## src/rtl/ecc_pkg.sv

```systemverilog
// Shared SECDED codeword layout helpers used by the encoder and decoder.
package ecc_pkg;

    typedef struct packed {
        logic sbe;
        logic dbe;
    } ecc_status_t;

    // Returns 1 if pos is a power of two; those positions hold Hamming bits.
    function automatic logic ecc_is_pow2(input int unsigned pos);
        return (pos != 0) && ((pos & (pos - 1)) == 0);
    endfunction

    // Returns the smallest k with 2^k >= data_w + k + 1.
    function automatic int unsigned ecc_ham_w(input int unsigned data_w);
        int unsigned k;
        k = 1;
        while ((32'd1 << k) < (data_w + k + 1)) k++;
        return k;
    endfunction

    // Returns the Hamming position of data bit idx (data bit 0 sits at position 3).
    function automatic int unsigned ecc_data_pos(input int unsigned idx);
        int unsigned pos;
        int unsigned cnt;
        pos = 2;
        cnt = 0;
        while (cnt <= idx) begin
            pos++;
            if (!ecc_is_pow2(pos)) cnt++;
        end
        return pos;
    endfunction

endpackage

```

## src/rtl/ecc_secded_decoder_if.sv

```systemverilog
// Read-data bus between the SRAM read port and the SECDED decoder.
interface ecc_secded_decoder_if
    import ecc_pkg::*;
#(
    parameter int unsigned DATA_W = 26,
    parameter int unsigned CNT_W  = 16
);
    localparam int unsigned HAM_W  = ecc_ham_w(DATA_W);
    localparam int unsigned CODE_W = HAM_W + 1;

    logic [DATA_W-1:0] i_data;
    logic [CODE_W-1:0] i_code;
    logic              i_vld;
    logic              i_clr_cnt;
    logic [DATA_W-1:0] o_data;
    logic              o_vld;
    logic              o_sbe;
    logic              o_dbe;
    logic [HAM_W-1:0]  o_syndrome;
    logic [CNT_W-1:0]  o_sbe_cnt;
    logic [CNT_W-1:0]  o_dbe_cnt;
    logic [HAM_W-1:0]  o_last_syn;

    modport master (
        output i_data, i_code, i_vld, i_clr_cnt,
        input  o_data, o_vld, o_sbe, o_dbe, o_syndrome, o_sbe_cnt, o_dbe_cnt, o_last_syn
    );

    modport slave (
        input  i_data, i_code, i_vld, i_clr_cnt,
        output o_data, o_vld, o_sbe, o_dbe, o_syndrome, o_sbe_cnt, o_dbe_cnt, o_last_syn
    );

endinterface

```

## src/rtl/ecc_err_counter.sv

```systemverilog
// Saturating event counter with synchronous clear; clear beats increment.
module ecc_err_counter #(
    parameter int unsigned CNT_W = 16
) (
    input  logic             i_clk,
    input  logic             i_rst,
    input  logic             i_clr,
    input  logic             i_inc,
    output logic [CNT_W-1:0] o_cnt
);

    logic [CNT_W-1:0] cnt_d;
    logic [CNT_W-1:0] cnt_q;

    always_comb begin
        cnt_d = cnt_q;
        if (i_clr) begin
            cnt_d = '0;
        end else if (i_inc && (cnt_q != {CNT_W{1'b1}})) begin
            cnt_d = cnt_q + CNT_W'(1);
        end
    end

    always_ff @(posedge i_clk) begin
        if (i_rst) cnt_q <= '0;
        else       cnt_q <= cnt_d;
    end

    assign o_cnt = cnt_q;

endmodule

```

## src/rtl/ecc_secded_decoder.sv

```systemverilog
// Two-stage SECDED decoder for SRAM read data.
// Define ECC_ERR_CNT_EN to build the error counters and last-syndrome register.
module ecc_secded_decoder
    import ecc_pkg::*;
#(
    parameter int unsigned DATA_W = 26,
    parameter int unsigned CNT_W  = 16
) (
    input  logic                 i_clk,
    input  logic                 i_rst,
    ecc_secded_decoder_if.slave  bus
);

    localparam int unsigned HAM_W  = ecc_ham_w(DATA_W);
    localparam int unsigned CODE_W = HAM_W + 1;
    localparam int unsigned N      = DATA_W + HAM_W;

    // Data bits that contribute to syndrome bit j.
    function automatic logic [DATA_W-1:0] syn_mask(input int unsigned j);
        logic [DATA_W-1:0] m;
        m = '0;
        for (int unsigned i = 0; i < DATA_W; i++) begin
            m[i] = ((ecc_data_pos(i) >> j) & 32'd1) != 32'd0;
        end
        return m;
    endfunction

    logic [HAM_W-1:0]  syn_c;
    logic [DATA_W-1:0] flip_c;

    logic              s1_vld_d,  s1_vld_q;
    logic [HAM_W-1:0]  s1_syn_d,  s1_syn_q;
    logic              s1_par_d,  s1_par_q;
    logic [DATA_W-1:0] s1_data_d, s1_data_q;

    logic              out_vld_d,  out_vld_q;
    logic [DATA_W-1:0] out_data_d, out_data_q;
    ecc_status_t       out_st_d,   out_st_q;
    logic [HAM_W-1:0]  out_syn_d,  out_syn_q;

    for (genvar j = 0; j < HAM_W; j++) begin : g_syn
        localparam logic [DATA_W-1:0] MASK = syn_mask(j);
        assign syn_c[j] = (^(bus.i_data & MASK)) ^ bus.i_code[j];
    end

    // One-hot correction mask: only the data bit whose position matches the syndrome.
    for (genvar i = 0; i < DATA_W; i++) begin : g_fix
        localparam int unsigned POS = ecc_data_pos(i);
        assign flip_c[i] = (s1_syn_q == HAM_W'(POS));
    end

    always_comb begin
        s1_vld_d  = bus.i_vld;
        s1_syn_d  = syn_c;
        s1_par_d  = ^{bus.i_data, bus.i_code};
        s1_data_d = bus.i_data;
    end

    always_comb begin
        out_vld_d  = s1_vld_q;
        out_data_d = s1_data_q;
        out_st_d   = '0;
        out_syn_d  = '0;
        if (s1_vld_q) begin
            out_syn_d = s1_syn_q;
            if (s1_syn_q == '0) begin
                out_st_d.sbe = s1_par_q;
            end else if (!s1_par_q) begin
                out_st_d.dbe = 1'b1;
            end else if (32'(s1_syn_q) > N) begin
                out_st_d.dbe = 1'b1;
            end else begin
                out_st_d.sbe = 1'b1;
                out_data_d   = s1_data_q ^ flip_c;
            end
        end
    end

    always_ff @(posedge i_clk) begin
        if (i_rst) begin
            s1_vld_q   <= 1'b0;
            s1_syn_q   <= '0;
            s1_par_q   <= 1'b0;
            s1_data_q  <= '0;
            out_vld_q  <= 1'b0;
            out_data_q <= '0;
            out_st_q   <= '0;
            out_syn_q  <= '0;
        end else begin
            s1_vld_q   <= s1_vld_d;
            s1_syn_q   <= s1_syn_d;
            s1_par_q   <= s1_par_d;
            s1_data_q  <= s1_data_d;
            out_vld_q  <= out_vld_d;
            out_data_q <= out_data_d;
            out_st_q   <= out_st_d;
            out_syn_q  <= out_syn_d;
        end
    end

    assign bus.o_vld      = out_vld_q;
    assign bus.o_data     = out_data_q;
    assign bus.o_sbe      = out_st_q.sbe;
    assign bus.o_dbe      = out_st_q.dbe;
    assign bus.o_syndrome = out_syn_q;

`ifdef ECC_ERR_CNT_EN
    logic             sbe_inc_c;
    logic             dbe_inc_c;
    logic [CNT_W-1:0] sbe_cnt;
    logic [CNT_W-1:0] dbe_cnt;
    logic [HAM_W-1:0] last_syn_d, last_syn_q;

    assign sbe_inc_c = out_vld_q & out_st_q.sbe;
    assign dbe_inc_c = out_vld_q & out_st_q.dbe;

    ecc_err_counter #(.CNT_W(CNT_W)) u_sbe_cnt (
        .i_clk (i_clk),
        .i_rst (i_rst),
        .i_clr (bus.i_clr_cnt),
        .i_inc (sbe_inc_c),
        .o_cnt (sbe_cnt)
    );

    ecc_err_counter #(.CNT_W(CNT_W)) u_dbe_cnt (
        .i_clk (i_clk),
        .i_rst (i_rst),
        .i_clr (bus.i_clr_cnt),
        .i_inc (dbe_inc_c),
        .o_cnt (dbe_cnt)
    );

    always_comb begin
        last_syn_d = last_syn_q;
        if (bus.i_clr_cnt) begin
            last_syn_d = '0;
        end else if (sbe_inc_c || dbe_inc_c) begin
            last_syn_d = out_syn_q;
        end
    end

    always_ff @(posedge i_clk) begin
        if (i_rst) last_syn_q <= '0;
        else       last_syn_q <= last_syn_d;
    end

    assign bus.o_sbe_cnt  = sbe_cnt;
    assign bus.o_dbe_cnt  = dbe_cnt;
    assign bus.o_last_syn = last_syn_q;
`else
    logic unused_clr_cnt;
    assign unused_clr_cnt = bus.i_clr_cnt;

    assign bus.o_sbe_cnt  = '0;
    assign bus.o_dbe_cnt  = '0;
    assign bus.o_last_syn = '0;
`endif

    logic [CODE_W-1:0] unused_code_w;
    assign unused_code_w = bus.i_code;

endmodule

```

## src/flat_wrapper.sv

```systemverilog
// flat-port wrapper written by rule: the top's interface ports become plain ports
module ecc_secded_decoder_flat import ecc_pkg::*;
#(
    parameter int unsigned DATA_W = 26,
    parameter int unsigned CNT_W  = 16
)
  (i_clk, i_rst, bus_i_data, bus_i_code, bus_i_vld, bus_i_clr_cnt, bus_o_data, bus_o_vld, bus_o_sbe, bus_o_dbe, bus_o_syndrome, bus_o_sbe_cnt, bus_o_dbe_cnt, bus_o_last_syn);
  ecc_secded_decoder_if #(.DATA_W(DATA_W), .CNT_W(CNT_W)) bus_i ();
  input  logic i_clk;
  input  logic i_rst;
  input wire logic [$bits(bus_i.i_data)-1:0] bus_i_data;
  input wire logic [$bits(bus_i.i_code)-1:0] bus_i_code;
  input wire logic [$bits(bus_i.i_vld)-1:0] bus_i_vld;
  input wire logic [$bits(bus_i.i_clr_cnt)-1:0] bus_i_clr_cnt;
  output wire logic [$bits(bus_i.o_data)-1:0] bus_o_data;
  output wire logic [$bits(bus_i.o_vld)-1:0] bus_o_vld;
  output wire logic [$bits(bus_i.o_sbe)-1:0] bus_o_sbe;
  output wire logic [$bits(bus_i.o_dbe)-1:0] bus_o_dbe;
  output wire logic [$bits(bus_i.o_syndrome)-1:0] bus_o_syndrome;
  output wire logic [$bits(bus_i.o_sbe_cnt)-1:0] bus_o_sbe_cnt;
  output wire logic [$bits(bus_i.o_dbe_cnt)-1:0] bus_o_dbe_cnt;
  output wire logic [$bits(bus_i.o_last_syn)-1:0] bus_o_last_syn;
  assign bus_i.i_data = bus_i_data;
  assign bus_i.i_code = bus_i_code;
  assign bus_i.i_vld = bus_i_vld;
  assign bus_i.i_clr_cnt = bus_i_clr_cnt;
  assign bus_o_data = bus_i.o_data;
  assign bus_o_vld = bus_i.o_vld;
  assign bus_o_sbe = bus_i.o_sbe;
  assign bus_o_dbe = bus_i.o_dbe;
  assign bus_o_syndrome = bus_i.o_syndrome;
  assign bus_o_sbe_cnt = bus_i.o_sbe_cnt;
  assign bus_o_dbe_cnt = bus_i.o_dbe_cnt;
  assign bus_o_last_syn = bus_i.o_last_syn;
  ecc_secded_decoder #(.DATA_W(DATA_W), .CNT_W(CNT_W)) u_core (.i_clk(i_clk), .i_rst(i_rst), .bus(bus_i));
endmodule
```

## config.mk

```make
export PLATFORM = sky130hd
export DESIGN_NAME = ecc_secded_decoder_flat
export DESIGN_NICKNAME = d
export VERILOG_FILES = /design/src/rtl/ecc_pkg.sv /design/src/rtl/ecc_secded_decoder_if.sv /design/src/rtl/ecc_err_counter.sv /design/src/rtl/ecc_secded_decoder.sv /design/src/flat_wrapper.sv
export SDC_FILE = /design/constraint.sdc
export NUM_CORES = 1
export LEC_CHECK = 0
export ABC_AREA = 1
export BUFFER_PORTS_ARGS = -buffer_cell sky130_fd_sc_hd__buf_2
export CELL_PAD_IN_SITES_DETAIL_PLACEMENT = 1
export CELL_PAD_IN_SITES_GLOBAL_PLACEMENT = 2
export CORE_ASPECT_RATIO = 0.5
export CORE_MARGIN = 3
export CORE_UTILIZATION = 24
export DETAILED_ROUTE_END_ITERATION = 6
export GPL_TIMING_DRIVEN = 1
export PLACE_DENSITY = 0.82
export SETUP_SLACK_MARGIN = 0.15
export SYNTH_ARGS = -nofsm -noshare
export SYNTH_HDL_FRONTEND = slang
export SYNTH_SLANG_ARGS = --single-unit
```

## constraint.sdc

```tcl
create_clock -name i_clk -period 1.3 [get_ports i_clk]
set_input_delay 0.26 -clock i_clk [delete_from_list [all_inputs] [get_ports i_clk]]
set_output_delay 0.26 -clock i_clk [all_outputs]
set_load 0.01 [all_outputs]
```

== After elaboration in Yosys (flattened, before gate mapping) ==
Cells that the tools add are included.
Widths: inputs -> output; s select.

* Add/subtract/negate cells: 0
* Multiply operators: 0
* Divide/modulo/power cells: 0
* $lt $le $gt $ge: 0
* Equal/unequal tests: 26
* Shift operators: 0
* Mux-type cells: 6
* Bitwise operators: 7
* Reduce and logical (&&, ||, !) cells: 9

{| class="wikitable"
|+ Operators with widths
! kind !! count
|-
| $reduce_xor 26->1 || 5
|-
| $mux 26 || 3
|-
| $eq 5x5->1 const B || 15
|-
| $eq 5x4->1 const B || 7
|-
| $reduce_xor 32->1 || 1
|-
| $xor 26x26->26 || 1
|-
| $eq 5x3->1 const B || 3
|-
| $eq 5x2->1 const B || 1
|-
| $logic_not 5->1 || 1
|-
| $xor 1x1->1 || 5
|-
| $mux 1 || 3
|-
| $reduce_or 3->1 || 1
|-
| $reduce_or 2->1 || 1
|-
| $not 1->1 || 1
|}

* Flip-flop bits (word level): 67
* Latch bits: 0
* Memory bits (writable): 0
* Bits in read-only memories: 0
* Bits of input ports: 36
* Word-level logic and storage cells: 57
* Memories kept: 0

== Depth between registers and ports, before layout ==
Gate-level depths: netlist of run 1.

* Depth in word-level cells: 5
* Mapped depth: 14
* Mapped depth without buffers: 14

== Least setup slack after synthesis of run 1 ==
Ideal clock, no wire load.

* Kind: input port to flip-flop
* From: input bus_i_data[6]
* To: register u_core.s1_par_q
* Library setup time: 0.110 ns
* Arrival time: 1.161 ns
* Setup slack: 0.029 ns
* Stages: 11
* Path buffers: 1
* Path through: buf_2 -> xor2_1 -> nand2_1 -> nand2_1 -> nand2_1 -> nand2_1 -> nand2_1 -> nand2_2 -> nand2_1 -> nand2_1 -> nor2_1

* Longest elaborated chain between the ends: 1

{| class="wikitable"
|+ Ends and longest elaborated chain
! what !! RTL line !! source
|-
| start, declared || flat_wrapper.sv:11 || <nowiki>input wire logic [$bits(bus_i.i_data)-1:0] bus_i_data;</nowiki>
|-
| $reduce_xor 32->1 || ecc_secded_decoder.sv:55 || <nowiki>s1_par_d = ^{bus.i_data, bus.i_code};</nowiki>
|-
| end signal, assigned || ecc_secded_decoder.sv:92 || <nowiki>s1_par_q <= s1_par_d;</nowiki>
|-
| end, declared || ecc_secded_decoder.sv:33 || <nowiki>logic s1_par_d, s1_par_q;</nowiki>
|}

Every way passes these cells.
A chain may end at the register's enable or synchronous reset.

== Worst setup path after layout of run 1 ==
* From: register u_core.s1_syn_q[0]
* To: register u_core.out_data_q[18], in the netlist u_core.bus.o_data[18]

* Longest elaborated chain between the ends: 5
* Elaborated cells on any way between the ends: 6

{| class="wikitable"
|+ Ends and longest elaborated chain
! what !! RTL line !! source
|-
| start, declared || ecc_secded_decoder.sv:32 || <nowiki>logic [HAM_W-1:0] s1_syn_d, s1_syn_q;</nowiki>
|-
| start signal, assigned || ecc_secded_decoder.sv:91 || <nowiki>s1_syn_q <= s1_syn_d;</nowiki>
|-
| $eq 5x5->1 || ecc_secded_decoder.sv:49 || <nowiki>assign flip_c[i] = (s1_syn_q == HAM_W'(POS));</nowiki>
|-
| $xor 26x26->26 || ecc_secded_decoder.sv:74 || <nowiki>out_data_d = s1_data_q ^ flip_c;</nowiki>
|-
| $mux 26 || ecc_secded_decoder.sv:68 || <nowiki>end else if (!s1_par_q) begin</nowiki>
|-
| $mux 26 * || ecc_secded_decoder.sv:66 || <nowiki>if (s1_syn_q == '0) begin</nowiki>
|-
| $mux 26 * || ecc_secded_decoder.sv:64 || <nowiki>if (s1_vld_q) begin</nowiki>
|-
| end signal, assigned || ecc_secded_decoder.sv:95 || <nowiki>out_data_q <= out_data_d;</nowiki>
|-
| end, declared || ecc_secded_decoder.sv:37 || <nowiki>logic [DATA_W-1:0] out_data_d, out_data_q;</nowiki>
|}

Every way passes the cells marked *; elsewhere a longest branch is shown, timed or not.

==> results of run 1 <==
state kept, by name, summed over array words and instances (netlist names):
name / count
u_core.s1_syn_q: 5
u_core.out_vld_d: 1
u_core.bus.o_data: 26
u_core.bus.o_sbe: 1
u_core.bus.o_syndrome: 5
u_core.s1_par_q: 1
u_core.bus.o_vld: 1
u_core.s1_data_q: 26
u_core.bus.o_dbe: 1
cell usage after synthesis:
cell / number
sky130_fd_sc_hd__xor2_1: 17
sky130_fd_sc_hd__nor2_1: 77
sky130_fd_sc_hd__buf_2: 3
sky130_fd_sc_hd__a21oi_1: 29
sky130_fd_sc_hd__and3_1: 4
sky130_fd_sc_hd__clkbuf_1: 7
sky130_fd_sc_hd__dfxtp_1: 67
sky130_fd_sc_hd__buf_4: 37
sky130_fd_sc_hd__inv_1: 46
sky130_fd_sc_hd__o21ai_0: 7
sky130_fd_sc_hd__nand2_1: 179
sky130_fd_sc_hd__or2_0: 1
sky130_fd_sc_hd__conb_1: 1
sky130_fd_sc_hd__nand3_1: 39
sky130_fd_sc_hd__xor2_2: 1
sky130_fd_sc_hd__clkbuf_8: 1
sky130_fd_sc_hd__nor2_2: 1
sky130_fd_sc_hd__nand2_2: 6
sky130_fd_sc_hd__nor3_1: 4
sky130_fd_sc_hd__inv_2: 9
sky130_fd_sc_hd__clkinv_1: 1
sky130_fd_sc_hd__xnor2_1: 22
through the flow:
step / area, um2 / utilization
final: 5777 / 0.3919
after global routing: 5777 / 0.3919
after CTS: 5238 / 0.3553
after detailed placement: 4681 / 0.3176
after global placement: 4681 / 0.3176
after floorplan: 3875 / -
layout make-up:
cell class	instances	area, um2
clock buffers	13	260.3
clock inverters	3	46.29
fillers	1843	8962
inverters	56	227.7
multi-input cells	424	2524
flip-flops and latches	67	1360
well taps	198	247.7
repair buffers	155	1111
tightest hold or removal path, cell delays in order:
cell and delay [ns]:
sky130_fd_sc_hd__buf_2 0.11, sky130_fd_sc_hd__inv_1 0.07, sky130_fd_sc_hd__nor2_1 0.05
logic make-up after synthesis:
logic type	Yosys count	synth area share
xor gates and xnor gates	40	0.09731
other	1	0.001020
AOI/OAI and AO/OA	36	0.04900
DFF	67	0.3648
buffers and inverters	104	0.1477
and+or+nand+nor	311	0.3403
report_power, final:
| group | switching (mW) | internal (mW) |
|---|---|---|
| sequential | 0.103 | 2.20 |
| clock | 0.851 | 1.59 |
| combinational | 1.26 | 0.937 |
worst min path at each step:
stage	startpoint	to	slack, ns	depth (start not counted)
global route	bus_i_vld	u_core.out_vld_d	0.19	3
global placement	u_core.s1_data_q[7]	u_core.bus.o_data[7]	0.41	1
floorplan	bus_i_vld	u_core.out_vld_d	0.37	2
detailed placement	u_core.s1_data_q[7]	u_core.bus.o_data[7]	0.43	1
finish	bus_i_vld	u_core.out_vld_d	0.19	3
CTS	bus_i_vld	u_core.out_vld_d	0.12	3
metal layers:
layer,global-route usage,up-vias
li1,-,1935
met1,0.1813,1824
met2,0.2597,78
met3,0.02720,19
met4,0.04117,0
met5,0,-
repair_timing:
action / 4_1_cts / 5_1_grt
hold buffers: 0 / 0
endpoints found under the setup margin: 30 / 32
cloned: 1 / 0
setup buffers: 4 / 9
resized for setup: 75 / 115
pin swaps: 15 / 39
==> flow_summary_export.csv, run 1 <==
group,metric,value,unit
yosys,syn-cell-area,0.003677,mm2
clock_tree,ctsHtreeMaxLevel,3,
global_routing,number_of_antenna_violations_at_the_first_check_in_global_routing,0,
global_routing,global_route.overflow_total,0,
setup_path,instance_count_on_the_critical_path,6,
final_layout,fin_cells,916,
timing,fin_crit_sh,0.9469,
min_path,hold_path_class,"primary input to flop",
yosys,syn_avg_cell_area,6.578,um2
clock_tree,clk-insertion-delay-late,0.33,ns
setup_path,rr_startpoint,"u_core.s1_syn_q[0]",
final_layout,drive_gt1_frac,0.4276,
clock_tree,cts_bufs_inserted,9,
yosys,yosysWarningCount,0,
power_and_ir_drop,total_power,6.940,mW
route,drc_errors,0,
route,postRouteWirelength,13280,um
yosys,yosysSeqAreaShare,0.3647,
clock_tree,cts_tree,"built",
timing,final_critical_delay_including_setup_and_external_delays,1.231,ns
floorplanning,die_span_in_x,181.1,um
setup_path,crit-reg2reg-capture,"u_core.bus.o_data[18]",
clock_tree,clkTransAtPathRegs,0.05,ns
floorplanning,die_h,93.53,um
route,post_detailed_route_via_to_cell_ratio,4.210,
setup_path,worst_path_max_delay_cell,"sky130_fd_sc_hd__dfxtp_4",
setup_path,worstSetupEndpointType,"flop",
route,dr.pass1.iters,4,
setup_path,worst_ep_required_time,1.50,ns
final_layout,mostFrequentLayoutCell,"sky130_fd_sc_hd__nand2_1",
power_and_ir_drop,power.density_cell_area,1201,mW/mm2
timing,timing.setup.tns,0,ns
final_layout,most_frequent_cells_in_the_layout,"sky130_fd_sc_hd__nand2_1 (152), sky130_fd_sc_hd__buf_4 (70), sky130_fd_sc_hd__buf_2 (61), sky130_fd_sc_hd__dfxtp_1 (60), sky130_fd_sc_hd__nor2_1 (55)",
route,vias,3856,
global_routing,first_global_vias,4023,
global_routing,grt_start_max_net_pins,33,
run_status,run_status,"finished clean",
route,drt.antenna.violating_nets,0,
yosys,yosys_top_cell_area_share,0.3647,
final_layout,synthToLayoutAreaGrowth,57.09,%
power_and_ir_drop,vdd_drop_max,456.3,uV
place,dp_slack,-0.2081,ns
yosys,yosys-top-cells-area,"sky130_fd_sc_hd__dfxtp_1 (36%), sky130_fd_sc_hd__nand2_1 (18%), sky130_fd_sc_hd__nor2_1 (7.9%)",
timing,finalWorstSetupSlack,0.06901,ns
setup_path,critical_path_class,"flop to flop",
setup_path,startpoint_type,"flop",
clock_tree,cts_sinks,67,
clock_tree,ctsLongestPathBuffers,2,
final_layout,design.final.nets,749,
timing,achievable_clock_frequency,812.4,MHz
setup_path,cpPeakStageDelay,0.36,ns
setup_path,path_cells,"buf_4, nor2_4, buf_6, nand3_2, o21ai_2, a21oi_1",
yosys,synth.ff_latch_count,67,
yosys,synth.distinct_cells,22,
route,wl_met2,6637,um
place,place_congestion,0.7767,
timing,final-max-slew-violation-count,0,
place,dp_cells,886,
run,number_of_max_cap_violations,0,
clock_tree,clock_root_buffer,"sky130_fd_sc_hd__clkbuf_16",
yosys,post_synth_inst_count,559,
floorplanning,start_util,0.2495,
floorplanning,floorplan.rows,31,
route,post_detailed_route_wirelength_per_cell,14.49,um
setup_path,reg2reg_slack,0.07,ns
timing,timing.final.hold_violations,0,
power_and_ir_drop,cellLeakagePower,2.890,nW
floorplanning,die_area,0.01693,mm2
timing,final-setup-viol-count,0,
setup_path,worstRegToRegCells,6,
setup_path,cp.arrival,1.43,ns
route,met1_length,5917,um
route,drtIter0Drc,132,
setup_path,critical_path_peak_fanout,3,
timing,unrepaired_setup_endpoints_after_global_routing,"true",
setup_path,capturing_instance_or_port_of_the_critical_path,"u_core.bus.o_data[18]",
global_routing,grt_pass1_wl,19840,um
place,dp_hpwl,9370,um
timing,finalClockSkew,0.005343,ns
floorplanning,core_region_area,0.01474,mm2
place,buffer_ports.inserted,68,
yosys,synth_area_leader,"sky130_fd_sc_hd__dfxtp_1",
global_routing,grt_use_total,0.1456,
floorplanning,boundaryPins,107,
route,met3_wl_post_dr,504,um
setup_path,crit_buf_inv,2,
timing,holdWs,0.1933,ns
setup_path,critPathTopFamily,"flip-flops",
setup_path,timing.critical_path.from,"u_core.s1_syn_q[0]",
route,routed.top_layer,"met4",
final_layout,antenna-diode-count,0,
Power figures use the tool's default switching activity.
==> run 2, diff against run 1 <==
CORE_UTILIZATION = 27   (was 24)
PLACE_DENSITY = 0.86   (was 0.82)
clock period = 1.15 ns   (was 1.3 ns; I/O delays follow)
==> run 2 against run 1 <==
  * The run now ends with setup timing left
  * Clock skew up 0.0071 ns
  * Count of clock-buffer cells in the layout fell by 4
  * Clock power rose by 18%
  * First-iteration DRC count is 39% higher
  * Fmax is 8.5% lower
  * Combinational power up 46%
  * Global-route usage up 2.7 points
  * Die area down 11%
  * Sequential power is 15% higher
  * Non-clock buffer count is 3 higher
  * Sequential cell count did not move
==> flow_summary_export.csv, run 2 (same netlist as run 1, synthesis figures left out) <==
group,metric,value,unit
setup_path,critical_path_peak_fanout,18,
timing,timing.setup.tns,-2.571,ns
setup_path,path_cells,"nand2_4, buf_6, nor2_4, buf_12, nand3_1, nand2_1, nor2_1",
clock_tree,cts_sinks,67,
final_layout,design.final.nets,752,
final_layout,fin_cells,891,
power_and_ir_drop,power.density_cell_area,1275,mW/mm2
timing,final_critical_delay_including_setup_and_external_delays,1.345,ns
timing,final-max-slew-violation-count,0,
timing,final-setup-viol-count,26,
place,dp_hpwl,9284,um
place,dp_cells,853,
floorplanning,boundaryPins,107,
global_routing,global_route.overflow_total,0,
route,drtIter0Drc,184,
global_routing,grt_start_max_net_pins,33,
timing,finalClockSkew,0.01246,ns
clock_tree,clk-insertion-delay-late,0.35,ns
route,post_detailed_route_via_to_cell_ratio,4.719,
clock_tree,clock_root_buffer,"sky130_fd_sc_hd__clkbuf_16",
timing,finalWorstSetupSlack,-0.1953,ns
setup_path,cp.arrival,1.57,ns
floorplanning,floorplan.rows,29,
final_layout,most_frequent_cells_in_the_layout,"sky130_fd_sc_hd__nand2_1 (91), sky130_fd_sc_hd__buf_4 (74), sky130_fd_sc_hd__nand2_2 (61), sky130_fd_sc_hd__nor2_1 (52), sky130_fd_sc_hd__dfxtp_1 (46)",
global_routing,number_of_antenna_violations_at_the_first_check_in_global_routing,0,
clock_tree,ctsLongestPathBuffers,2,
setup_path,cpPeakStageDelay,0.40,ns
final_layout,mostFrequentLayoutCell,"sky130_fd_sc_hd__nand2_1",
clock_tree,ctsHtreeMaxLevel,3,
clock_tree,cts_tree,"built",
route,post_detailed_route_wirelength_per_cell,19.37,um
floorplanning,die_span_in_x,171.0,um
floorplanning,core_region_area,0.01299,mm2
timing,fin_crit_sh,1.170,
final_layout,synthToLayoutAreaGrowth,86.32,%
power_and_ir_drop,vdd_drop_max,712.5,uV
global_routing,first_global_vias,4062,
setup_path,critPathTopFamily,"simple AND/OR/NAND/NOR gates",
clock_tree,clkTransAtPathRegs,0.07,ns
setup_path,startpoint_type,"flop",
setup_path,worst_ep_required_time,1.38,ns
route,dr.pass1.iters,4,
timing,unrepaired_setup_endpoints_after_global_routing,"true",
run,number_of_max_cap_violations,0,
global_routing,grt_use_total,0.1727,
setup_path,critical_path_class,"flop to flop",
place,place_congestion,0.8224,
setup_path,reg2reg_slack,-0.20,ns
floorplanning,die_area,0.01514,mm2
setup_path,worstSetupEndpointType,"flop",
clock_tree,cts_bufs_inserted,9,
place,buffer_ports.inserted,68,
timing,achievable_clock_frequency,743.3,MHz
clock_tree,hold_buffers,0,
global_routing,grt_pass1_wl,20530,um
place,dp_slack,-0.3804,ns
run_status,violations_in_the_final_reports,"setup timing",
min_path,hold_path_class,"primary input to flop",
final_layout,antenna-diode-count,0,
floorplanning,die_h,88.52,um
route,vias,4205,
setup_path,crit_buf_inv,2,
setup_path,worst_path_max_delay_cell,"sky130_fd_sc_hd__dfxtp_4",
floorplanning,start_util,0.2831,
route,drc_errors,0,
route,postRouteWirelength,17260,um
timing,timing.final.hold_violations,0,
power_and_ir_drop,cellLeakagePower,3.201,nW
route,drt.antenna.violating_nets,0,
final_layout,drive_gt1_frac,0.6061,
run_status,run_status,"finished with violations",
run 2: cell types whose count changed in the layout (fill, tap and decap cells not counted), sizes merged:
cell      change
clkinvlp      +1
clkbuf        -6
clkinv        +1
buf           +5
inv           +2
run 2: repair_timing:
item                       4_1_cts  5_1_grt
setup endpoints to repair       53       67
buffers inserted                 9       12
cloned                           1        0
gates resized for setup        163      210
pin swaps                       71      104
run 2: final timing paths:
kind                        startpoint                     to  cells after the start
hold / removal               bus_i_vld       u_core.out_vld_d                      3
setup / recovery       u_core.s1_par_q   u_core.bus.o_data[9]                      7
setup reg to reg       u_core.s1_par_q   u_core.bus.o_data[9]                      7
hold reg to reg   u_core.s1_data_q[13]  u_core.bus.o_data[13]                      1
run 2: layout make-up:
| class | count | area [um2] |
|---|---|---|
| repair buffers | 158 | 1418 |
| inverters | 56 | 286.5 |
| flip-flops and latches | 67 | 1380 |
| multi-input cells | 424 | 3253 |
| clock buffers | 9 | 225.2 |
| well taps | 170 | 212.7 |
| clock inverters | 7 | 76.32 |
| fillers | 1505 | 6138 |
run 2: routing by layer:
| metal | routed length (um) | vias up | GRT usage |
|---|---|---|---|
| met2 | 8737 | 154 | 0.3001 |
| met5 | 0 | - | 0 |
| li1 | - | 1954 | - |
| met3 | 822 | 44 | 0.03659 |
| met4 | 511 | 0 | 0.05547 |
| met1 | 7192 | 2053 | 0.2179 |
run 2: power by group:
part / total, mW / internal [mW] / switching [mW]
clock: 2.88 / 1.69 / 1.19
sequential: 2.65 / 2.49 / 0.161
combinational: 3.20 / 1.35 / 1.85
run 2: per-stage QoR:
| stage | instance area [um2] | utilization | hold slack (ns) | total power [mW] |
|---|---|---|---|---|
| 2_1_floorplan | 4078 | - | 0.3287 | 3.827 |
| 3_3_place_gp | 4826 | 0.3715 | 0.4140 | 4.508 |
| 3_5_place_dp | 4826 | 0.3715 | 0.4387 | 4.574 |
| 4_1_cts | 5858 | 0.4510 | 0.09575 | 7.878 |
| 5_1_grt | 6852 | 0.5275 | 0.1262 | 9.064 |
| 6_report | 6852 | 0.5275 | 0.1196 | 8.734 |
run 2: worst min-delay path, delay by kind of cell:
kind / cells / cell delay, ns
buffers and inverters: 2 / 0.16
and+or+nand+nor: 1 / 0.03
==> run 3, diff against run 2 <==
ABC_AREA = 0   (was 1)
CORE_UTILIZATION = 25   (was 27)
PLACE_DENSITY = 0.76   (was 0.86)
==> run 3 against run 2 <==
  * The run still ends with setup timing left
  * Final cell count shrank 31%
  * Total power increased by 2.4%
  * Core utilization is 8.0 points lower
  * Worst hold slack better by 0.0024 ns
  * Die area shrank 10%
  * Clock skew is 0.0051 ns lower
  * Global-route usage fell by 4.3 points
  * Critical path depth increased by 1
  * Highest routed layer unchanged
==> flow_summary_export.csv, run 3 <==
group,metric,value,unit
run_status,run_status,"finished with violations",
run_status,violations_in_the_final_reports,"setup timing",
place,dp_hpwl,6497,um
timing,finalClockSkew,0.007310,ns
timing,final-setup-viol-count,32,
floorplanning,die_h,83.97,um
yosys,synthMostInstantiatedCell,"sky130_fd_sc_hd__dfxtp_1",
route,drc_errors,0,
yosys,synth_area_leader,"sky130_fd_sc_hd__dfxtp_1",
clock_tree,hold_buffers,0,
final_layout,multi_input_area,0.002066,mm2
yosys,syn-cell-area,0.003039,mm2
yosys,yosysSeqAreaShare,0.4413,
setup_path,rr_startpoint,"u_core.s1_syn_q[4]",
place,buffer_ports.inserted,68,
place,placed_area,0.003998,mm2
route,drtIter0Drc,83,
yosys,synth.ff_latch_count,67,
setup_path,worst_ep_required_time,1.37,ns
yosys,synth_ff_type,"sky130_fd_sc_hd__dfxtp_1",
clock_tree,clock_root_buffer,"sky130_fd_sc_hd__clkbuf_16",
clock_tree,ctsHtreeMaxLevel,3,
timing,fin_crit_sh,1.288,
route,post_detailed_route_wirelength_per_cell,17.61,um
yosys,syn_avg_cell_area,9.964,um2
timing,final-max-slew-violation-count,0,
route,post_detailed_route_via_to_cell_ratio,4.185,
global_routing,grt_start_max_net_pins,50,
final_layout,postLayoutCellArea,0.005104,mm2
timing,achievable_clock_frequency,675.2,MHz
floorplanning,start_util,0.2662,
final_layout,mostFrequentLayoutCell,"sky130_fd_sc_hd__buf_4",
setup_path,worstRegToRegCells,5,
clock_tree,clk-insertion-delay-late,0.34,ns
place,dp_slack,-0.5662,ns
final_layout,antenna-diode-count,0,
run,number_of_max_cap_violations,0,
clock_tree,ctsLongestPathBuffers,2,
setup_path,critical_path_peak_fanout,2,
final_layout,synthToLayoutAreaGrowth,67.93,%
timing,timing.final.hold_violations,0,
route,vias,2561,
yosys,yosys-top-cells-area,"sky130_fd_sc_hd__dfxtp_1 (44%), sky130_fd_sc_hd__xnor2_1 (9.2%), sky130_fd_sc_hd__buf_4 (9.1%)",
clock_tree,cts_bufs_inserted,9,
yosys,asyncSetResetFlopFracSynth,0,
global_routing,global_route.overflow_total,0,
global_routing,first_global_vias,2474,
floorplanning,die_span_in_x,161.9,um
yosys,synth_enable_flop_cells,0,
place,place_congestion,0.7789,
timing,finalWorstSetupSlack,-0.3311,ns
global_routing,grt_pass1_wl,13410,um
global_routing,grt_use_total,0.1300,
setup_path,worstSetupEndpointType,"flop",
final_layout,final_util,0.4470,
route,dr.pass1.iters,4,
yosys,post_synth_inst_count,305,
min_path,worstHoldEndpoint,"u_core.s1_data_q[13]",
min_path,hold_start,"bus_i_data[13]",
setup_path,critical_path_class,"primary input to flop",
setup_path,startpoint_type,"primary input",
clock_tree,clkTransAtPathRegs,0.06,ns
yosys,synth.distinct_cells,26,
floorplanning,core_region_area,0.01142,mm2
yosys,yosysWarningCount,0,
global_routing,number_of_antenna_violations_at_the_first_check_in_global_routing,0,
min_path,hold_path_class,"primary input to flop",
power_and_ir_drop,power.density_cell_area,1752,mW/mm2
floorplanning,boundaryPins,107,
floorplanning,die_area,0.01360,mm2
final_layout,most_frequent_cells_in_the_layout,"sky130_fd_sc_hd__buf_4 (53), sky130_fd_sc_hd__dfxtp_1 (49), sky130_fd_sc_hd__buf_2 (46), sky130_fd_sc_hd__conb_1 (37), sky130_fd_sc_hd__buf_6 (36)",
timing,timing.setup.tns,-5.868,ns
yosys,synth_commonest_cells,"sky130_fd_sc_hd__dfxtp_1 (67), sky130_fd_sc_hd__buf_4 (37), sky130_fd_sc_hd__xnor2_1 (32)",
setup_path,reg2reg_slack,-0.26,ns
timing,final_critical_delay_including_setup_and_external_delays,1.481,ns
final_layout,nFillCells,1264,
clock_tree,cts_sinks,67,
setup_path,cp.arrival,1.70,ns
timing,unrepaired_setup_endpoints_after_global_routing,"true",
route,postRouteWirelength,10780,um
min_path,min_path_cells,2,
setup_path,crit-reg2reg-capture,"u_core.bus.o_data[9]",
yosys,yosys_top_cell_area_share,0.4413,
floorplanning,floorplan.rows,27,
power_and_ir_drop,vdd_drop_max,859.8,uV
final_layout,final-seq-area,0.001376,mm2
clock_tree,cts_tree,"built",
final_layout,drive_gt1_frac,0.5563,
final_layout,design.final.nets,484,
power_and_ir_drop,cellLeakagePower,2.277,nW
route,drt.antenna.violating_nets,0,
-- run 3: where the power goes --
group / switching, mW / leakage, nW / internal, mW / total [mW]
registers: 0.247 / 0.562 / 2.59 / 2.84
logic: 1.57 / 1.56 / 1.74 / 3.30
clock network: 1.05 / 0.153 / 1.76 / 2.80
-- run 3: worst max-delay path, cell delays in order --
cell and delay, ns:
sky130_fd_sc_hd__buf_2 0.13, sky130_fd_sc_hd__xor2_2 0.21, sky130_fd_sc_hd__xnor3_1 0.47, sky130_fd_sc_hd__buf_4 0.16, sky130_fd_sc_hd__buf_6 0.11, sky130_fd_sc_hd__xor2_2 0.15
sky130_fd_sc_hd__xnor2_1 0.18, sky130_fd_sc_hd__nor2_1 0.06
-- run 3: what timing repair did --
| item | CTS | global route |
|---|---|---|
| gates resized for setup | 46 | 83 |
| setup endpoints to repair | 43 | 73 |
| setup buffers | 10 | 17 |
| pin swaps | 24 | 48 |
| cloned | 0 | 2 |
-- run 3: routing by layer --
metal	share of wire	routed length [um]	track usage
met5	0	0	0
met2	0.50	5338	0.2196
met1	0.43	4654	0.1629
met4	0.014	150	0.03870
met3	0.059	636	0.03469
-- run 3: cell families (layout without fill, tap and decap cells) --
kind of cell           Yosys count  count (layout)  synth area share
AND/OR/NAND/NOR                 92              94            0.1700
other                            1              37          0.001234
AO/OA/AOI/OAI                   37              37           0.06093
buffers and inverters           48             158            0.1050
XOR/XNOR                        60              60            0.2215
flip-flops                      67              67            0.4413
-- run 3: worst max path at each step --
stage / startpoint / endpoint / slack [ns] / cells past startpoint
6_report: bus_i_data[4] / u_core.s1_syn_q[3] / -0.33 / 8
4_1_cts: bus_i_data[9] / u_core.s1_par_q / -0.19 / 6
3_3_place_gp: bus_i_data[0] / u_core.s1_syn_q[0] / -0.54 / 7
2_1_floorplan: bus_i_data[0] / u_core.s1_par_q / -0.33 / 5
5_1_grt: bus_i_data[4] / u_core.s1_syn_q[3] / -0.38 / 8
3_5_place_dp: bus_i_data[5] / u_core.s1_par_q / -0.57 / 6
-- run 3: layout make-up --
cell class,count,area share
Tap cell,159,0.03898
Multi-Input combinational cell,228,0.4048
Sequential cell,67,0.2697
Timing Repair Buffer,142,0.2260
Clock buffer,13,0.05712
Clock inverter,3,0.003432
-- run 3: through the flow --
| stage | total power, mW | hold WS [ns] | instances |
|---|---|---|---|
| 2_1_floorplan | 4.387 | 0.3560 | 341 |
| 6_report | 8.943 | 0.1220 | 612 |
| 3_3_place_gp | 5.109 | 0.4488 | 567 |
| 3_5_place_dp | 5.162 | 0.4585 | 567 |
| 4_1_cts | 8.214 | 0.1264 | 593 |
| 5_1_grt | 9.320 | 0.1273 | 612 |
